===== src/rtl/acc_blk_n_if.sv =====
// Sample/result handshake bundle for acc_blk_n: producer-side sample channel
// and consumer-side result channel grouped in one interface.
interface acc_blk_n_if #(
    parameter int unsigned W  = 8,
    parameter int unsigned SW = 10
);
    logic [W-1:0]  din;
    logic          din_vld;
    logic          din_rdy;
    logic [SW-1:0] sum;
    logic          sum_vld;
    logic          sum_rdy;

    modport master (
        output din, din_vld, sum_rdy,
        input  din_rdy, sum, sum_vld
    );

    modport slave (
        input  din, din_vld, sum_rdy,
        output din_rdy, sum, sum_vld
    );
endinterface


===== src/rtl/acc_blk_n.sv =====
// Block accumulator: sums LEN accepted samples into one handshaked result.
// Optional macro ACC_SAT_EN: saturate at 2^SW-1 instead of wrapping.
module acc_blk_n #(
    parameter int unsigned W    = 8,
    parameter int unsigned CNTW = 4,
    parameter int unsigned LEN  = 4,
    parameter int unsigned SW   = 10
) (
    input  logic            clk,
    input  logic            res,
    input  logic            clr,
    acc_blk_n_if.slave      bus,
    output logic [CNTW-1:0] cnt,
    output logic            ovf
);

    localparam logic [CNTW-1:0] LAST = CNTW'(LEN - 1);

    logic [SW-1:0]   acc_r;
    logic [SW-1:0]   sum_r;
    logic [CNTW-1:0] cnt_r;
    logic            sum_vld_r;
    logic            ovf_r;

    logic [SW-1:0]   acc_nxt_s;
    logic [SW-1:0]   sum_nxt_s;
    logic [CNTW-1:0] cnt_nxt_s;
    logic            sum_vld_nxt_s;
    logic            ovf_nxt_s;

    logic [SW:0]     add_s;
    logic [SW-1:0]   add_res_s;
    logic            last_s;
    logic            din_rdy_s;
    logic            accept_s;
    logic            xfer_s;

    assign last_s    = (cnt_r == LAST);
    // Stall only on the block's last sample while the previous result is still unclaimed.
    assign din_rdy_s = !clr && !(last_s && sum_vld_r && !bus.sum_rdy);
    assign accept_s  = bus.din_vld && din_rdy_s;
    assign xfer_s    = sum_vld_r && bus.sum_rdy;

    assign add_s = {1'b0, acc_r} + {{(SW + 1 - W){1'b0}}, bus.din};
`ifdef ACC_SAT_EN
    assign add_res_s = add_s[SW] ? {SW{1'b1}} : add_s[SW-1:0];
`else
    assign add_res_s = add_s[SW-1:0];
`endif

    // Next-state computation for accumulator, counter, result register and overflow flag.
    always_comb begin
        acc_nxt_s     = acc_r;
        sum_nxt_s     = sum_r;
        cnt_nxt_s     = cnt_r;
        sum_vld_nxt_s = sum_vld_r;
        ovf_nxt_s     = ovf_r;
        if (clr) begin
            acc_nxt_s     = {SW{1'b0}};
            sum_nxt_s     = {SW{1'b0}};
            cnt_nxt_s     = {CNTW{1'b0}};
            sum_vld_nxt_s = 1'b0;
            ovf_nxt_s     = 1'b0;
        end else begin
            if (xfer_s) begin
                sum_vld_nxt_s = 1'b0;
            end else begin
                sum_vld_nxt_s = sum_vld_r;
            end
            if (accept_s) begin
                if (add_s[SW]) begin
                    ovf_nxt_s = 1'b1;
                end else begin
                    ovf_nxt_s = ovf_r;
                end
                // A final accept overrides a same-edge transfer so the new result stays valid.
                if (last_s) begin
                    sum_nxt_s     = add_res_s;
                    sum_vld_nxt_s = 1'b1;
                    acc_nxt_s     = {SW{1'b0}};
                    cnt_nxt_s     = {CNTW{1'b0}};
                end else begin
                    acc_nxt_s = add_res_s;
                    cnt_nxt_s = cnt_r + CNTW'(1'b1);
                end
            end else begin
                acc_nxt_s = acc_r;
            end
        end
    end

    // State registers with asynchronous active-low reset.
    always_ff @(posedge clk or negedge res) begin
        if (!res) begin
            acc_r     <= {SW{1'b0}};
            sum_r     <= {SW{1'b0}};
            cnt_r     <= {CNTW{1'b0}};
            sum_vld_r <= 1'b0;
            ovf_r     <= 1'b0;
        end else begin
            acc_r     <= acc_nxt_s;
            sum_r     <= sum_nxt_s;
            cnt_r     <= cnt_nxt_s;
            sum_vld_r <= sum_vld_nxt_s;
            ovf_r     <= ovf_nxt_s;
        end
    end

    assign bus.din_rdy = din_rdy_s;
    assign bus.sum     = sum_r;
    assign bus.sum_vld = sum_vld_r;
    assign cnt         = cnt_r;
    assign ovf         = ovf_r;

endmodule

===== src/flat_wrapper.sv =====
// flat-port wrapper written by rule: the top's interface ports become plain ports
module acc_blk_n_flat 
#(
    parameter int unsigned W    = 8,
    parameter int unsigned CNTW = 4,
    parameter int unsigned LEN  = 4,
    parameter int unsigned SW   = 10
)
  (clk, res, clr, cnt, ovf, bus_din, bus_din_vld, bus_sum_rdy, bus_din_rdy, bus_sum, bus_sum_vld);
  acc_blk_n_if #(.W(W), .SW(SW)) bus_i ();
  input  logic clk;
  input  logic res;
  input  logic clr;
  output logic [CNTW-1:0] cnt;
  output logic ovf;
  input wire logic [$bits(bus_i.din)-1:0] bus_din;
  input wire logic [$bits(bus_i.din_vld)-1:0] bus_din_vld;
  input wire logic [$bits(bus_i.sum_rdy)-1:0] bus_sum_rdy;
  output wire logic [$bits(bus_i.din_rdy)-1:0] bus_din_rdy;
  output wire logic [$bits(bus_i.sum)-1:0] bus_sum;
  output wire logic [$bits(bus_i.sum_vld)-1:0] bus_sum_vld;
  assign bus_i.din = bus_din;
  assign bus_i.din_vld = bus_din_vld;
  assign bus_i.sum_rdy = bus_sum_rdy;
  assign bus_din_rdy = bus_i.din_rdy;
  assign bus_sum = bus_i.sum;
  assign bus_sum_vld = bus_i.sum_vld;
  acc_blk_n #(.W(W), .CNTW(CNTW), .LEN(LEN), .SW(SW)) u_core (.clk(clk), .res(res), .clr(clr), .bus(bus_i), .cnt(cnt), .ovf(ovf));
endmodule

===== config.mk =====
export PLATFORM = sky130hd
export DESIGN_NAME = acc_blk_n_flat
export DESIGN_NICKNAME = d
export VERILOG_FILES = /design/src/rtl/acc_blk_n_if.sv /design/src/rtl/acc_blk_n.sv /design/src/flat_wrapper.sv
export SDC_FILE = /design/constraint.sdc
export NUM_CORES = 1
export LEC_CHECK = 0
export ABC_CLOCK_PERIOD_IN_PS = 2800
export CAP_MARGIN = 20
export CORE_AREA = 2 2 58 60
export DETAILED_ROUTE_END_ITERATION = 7
export DIE_AREA = 0 0 60 62
export PLACE_DENSITY = 0.76
export SETUP_SLACK_MARGIN = 0.4
export SLEW_MARGIN = 20
export SYNTH_ARGS = -nofsm -noshare
export SYNTH_HDL_FRONTEND = slang
export SYNTH_SLANG_ARGS = --single-unit

===== constraint.sdc =====
create_clock -name clk -period 2.8 [get_ports clk]
set_clock_uncertainty 0.1 [all_clocks]
set_input_delay 0.56 -clock clk [delete_from_list [all_inputs] [get_ports clk]]
set_output_delay 0.56 -clock clk [all_outputs]
set_load 0.005 [all_outputs]

# Yosys cells after proc, flatten, opt, wreduce, memory -nomap -nowiden
# Index checks and enable logic that the tools add are counted.
dict set report word_totals {
  inputBits 13
  regBits 26
}
dict set report classes {
  n_eq_ne 1
  mux 16
  add_sub_neg 2
  n_reduce_logical 13
}
# cell count
set op_table {}
lappend op_table {{$mux 10} 6}
lappend op_table {{$mux 4} 3}
lappend op_table {{$add 10x8->11} 1}
lappend op_table {{$mux 1} 7}
lappend op_table {{$reduce_bool 2->1} 3}
lappend op_table {{$logic_and 1x1->1} 5}
lappend op_table {{$add 4x1->4 const B} 1}
lappend op_table {{$eq 4x2->1 const B} 1}
lappend op_table {{$reduce_and 2->1} 2}
lappend op_table {{$logic_not 1->1} 3}

# Depth between registers and ports, before layout
dict set report logic_depth {
  word_depth 8
  ltp_mapped 8
  depth_no_buf 8
}

# Worst setup path before layout
# No wires, ideal clock.
dict set report synth_timing {
  path_type {input to register}
  from {input bus_din[0]}
  to {register u_core.ovf_r (netlist: u_core.ovf)}
  arrival_time_ns 2.041
  required_ns 2.635
  path_stages 8
  setup_slack_ns 0.595
  setup_time_ns 0.065
  cell_sequence {ha_1 inv_1 fa_1 nand2b_1 a211oi_1 nor2_1 nor3_1 o21a_1}
}
dict set report synth_between {
  elab_chain_len 3
}
# item line
set synth_rtl {}
lappend synth_rtl {{start: declaration} flat_wrapper.sv:16} ;# input wire logic [$bits(bus_i.din)-1:0] bus_din;
lappend synth_rtl {{$add 10x8->11} acc_blk_n.sv:44} ;# assign add_s = {1'b0, acc_r} + {{(SW + 1 - W){1'b0}}, bus.din};
lappend synth_rtl {{$reduce_bool 2->1 (no source line)} --}
lappend synth_rtl {{$reduce_and 2->1 (no source line)} --}
lappend synth_rtl {{end signal: assignment} acc_blk_n.sv:105} ;# ovf_r <= ovf_nxt_s;
lappend synth_rtl {{end: declaration} acc_blk_n.sv:23} ;# logic ovf_r;
# Every way passes these cells.
# A chain may end at the register's enable or synchronous reset.

# Final worst setup path
# Ends and elaborated chain as after synthesis.

==> reports/results.ini <==
[sta]
fin_crit_sh=0.8263
relSlewSlack=0.7301
worst_slack_ns=0.4863
worst_pin_slew_ns=0.4006
hold_viol=0
fin_crit_ns=2.314
slew_violations=0
rsz0062_at_grt=no
fmax_ghz=0.4322
setup_viol=0

[logic_synthesis]
synthArstFlopShare=1.000
synth-main-ff-cell=dfrtp_1
synthCells=155
seq_area_frac_synth=0.4362
synth_largest_area_cell=dfrtp_1
synth_area_mm2=0.001491
synth_commonest_cells=26 x dfrtp_1, 18 x nand2_1, 13 x a21oi_1, 12 x nor2_1, 9 x ha_1
synth_edf_count=0
yosysMostFrequentCell=dfrtp_1
ys_warn_count=0
avgSynthCellArea_um2=9.622
post-synth-top-area-fraction=0.4362
synth-seq-cells=26
synth_area_leaders=dfrtp_1 44%, ha_1 7.6%, nand2_1 4.5%, a21oi_1 4.4%, a21o_1 3.0%
syn_nets=178
synth_cell_types=41

[global_route]
busiest_layer=met2
met1_usage=0.2627
antenna_found_initial=0
overflow=0
grtUsageMet2=0.3727
grt_pass1_vias=1249
met3_usage=0.03106
grt_max_degree=27
grt_usage=0.2109
grt_pass1_wl_um=5768

[setup_path]
cpLargestDelayFamily=buffers and inverters
cp_slowest_cell=clkdlybuf4s50_1
required_ns=2.96
crit_fanout=4
critPathLaunchType=input pin
path_cells=clkdlybuf4s50_1, ha_2, inv_1, fa_2, nand2b_4, a211oi_2, buf_4, nor2_1, nor3_2, o21a_1
crit_buf_inv=3
worstPathArrival_ns=2.48
slowest_delay_ns=0.49
cp-end-kind=flip-flop
path_class=input pin to flip-flop
regToRegSetupSlack_ns=0.74

[status]
status=complete, no violations

[finish]
ff_latch_area_um2=650.6
antenna_cells=0
area_growth_pct=30.79
multi_input_area_um2=835.8
fin_area_mm2=0.001951
final_util=0.6135
final_cells=238
n_fill_cell=293
fin_nets=217
drive_gt1_frac=0.1458

[placement]
finalWeightedCongestion=0.8400
io_buffers=29
dpl_worst_slack_ns=-0.05309
dp_cells=230
place_area_mm2=0.001841
hpwl_um=2571

[clocking]
h-tree-depth=1
cts_buffer_depth=2
cts_buffers=3
clkTransAtPathRegs_ns=0.13
cts.sinks=26
cts_hold_buf=0
cts_tree=yes
clk_latency_ns=0.32
cts-root-buf=clkbuf_4

[floorplanning]
dieArea_mm2=0.003720
die_y_um=62
row_count=21
io-pin-count=30
core_area_mm2=0.003179
start_util=0.4691
die-width_um=60

[power]
power.density_mw_per_mm2=417.0
total_power_uw=813.5
ir_drop_v=0.0002115
cellLeakagePower_uw=0.0008697

[route]
ant_nets=0
drcViolationCount=0
vias=1303
vias_per_cell=5.475
dr.pass1.iters=4
drtIter0Drc=39
wl_per_cell_um=15.22
totalWireLength_um=3623

[run]
cap_violations=0

[worst_hold_path]
hold_class=flip-flop to flip-flop

[sequential cells by signal (all words and copies together) (netlist names)]
signal,flops
u_core.bus.sum_vld,1
u_core.ovf,1
u_core.cnt,4
u_core.acc_r,10
u_core.bus.sum,10
[worst min-delay path, cell delays in order (launching register included)]
cell and delay, ns:
dfrtp_1 0.37, nand2_1 0.05, o21ai_0 0.06
[per-layer routing]
metal  vias to the layer above  share of wire
met1                       618           0.43
met2                        38           0.51
met4                         0          0.017
li1                        641              -
met3                         6          0.042
met5                         -              0
[final cells by class]
cell class | count | area share
sequential | 26 | 0.3335
clock buffer | 3 | 0.01155
inverter | 5 | 0.009622
multi-input combinational | 119 | 0.4285
tap | 46 | 0.02951
timing repair buffer | 39 | 0.1873
[path summary, 6_finish.rpt]
check | start | cells after the start | to
max | bus_din[0] | 10 | u_core.ovf
min | u_core.acc_r[7] | 2 | u_core.acc_r[7]
max reg2reg | u_core.acc_r[1] | 6 | u_core.bus.sum[7]
min reg2reg | u_core.acc_r[7] | 2 | u_core.acc_r[7]
max in group asynchronous | res | 2 | u_core.bus.sum_vld
min in group asynchronous | res | 2 | u_core.acc_r[4]
[through the flow]
step / hold WS [ns] / TNS, ns
finish: 0.4084 / 0
global route: 0.4526 / 0
CTS: 0.4116 / 0
detailed placement: 0.3795 / -0.05309
global placement: 0.3774 / 0
floorplan: 0.1644 / 0
[report_power, final]
group	leakage [uW]	total (uW)	switching, uW	internal (uW)
registers	0.000356	411	15.9	396
clock network	0.0000138	161	111	50.3
logic	0.000500	241	132	109
total	0.000870	813	259	555
[what timing repair did]
action | CTS | global route
pin swaps | 1 | 3
resized for setup | 5 | 8
endpoints found under the setup margin | 4 | 8
buffers inserted | 3 | 2
[cells in the final DEF, fill, tap and decap left out, types with 4 or more instances in the layout]
master and count:
a21o_1 6, a21oi_1 12, a22o_1 4, buf_4 10
clkdlybuf4s50_1 28, dfrtp_1 26, ha_1 7, inv_1 4
nand2_1 18, nand3_1 5, nor2_1 11, o21ai_0 6
o21ai_1 5
[cells by family after synthesis]
| kind of cell | after synthesis | synth area share |
|---|---|---|
| XOR/XNOR | 5 | 0.02937 |
| AO/OA/AOI/OAI | 48 | 0.2123 |
| multiplexers | 3 | 0.02014 |
| adder cells (fa/ha/maj) | 10 | 0.08893 |
| buffers and inverters | 10 | 0.03690 |
| flip-flops | 26 | 0.4362 |
| AND/OR/NAND/NOR | 53 | 0.1762 |
Power figures use the tool's default switching activity.
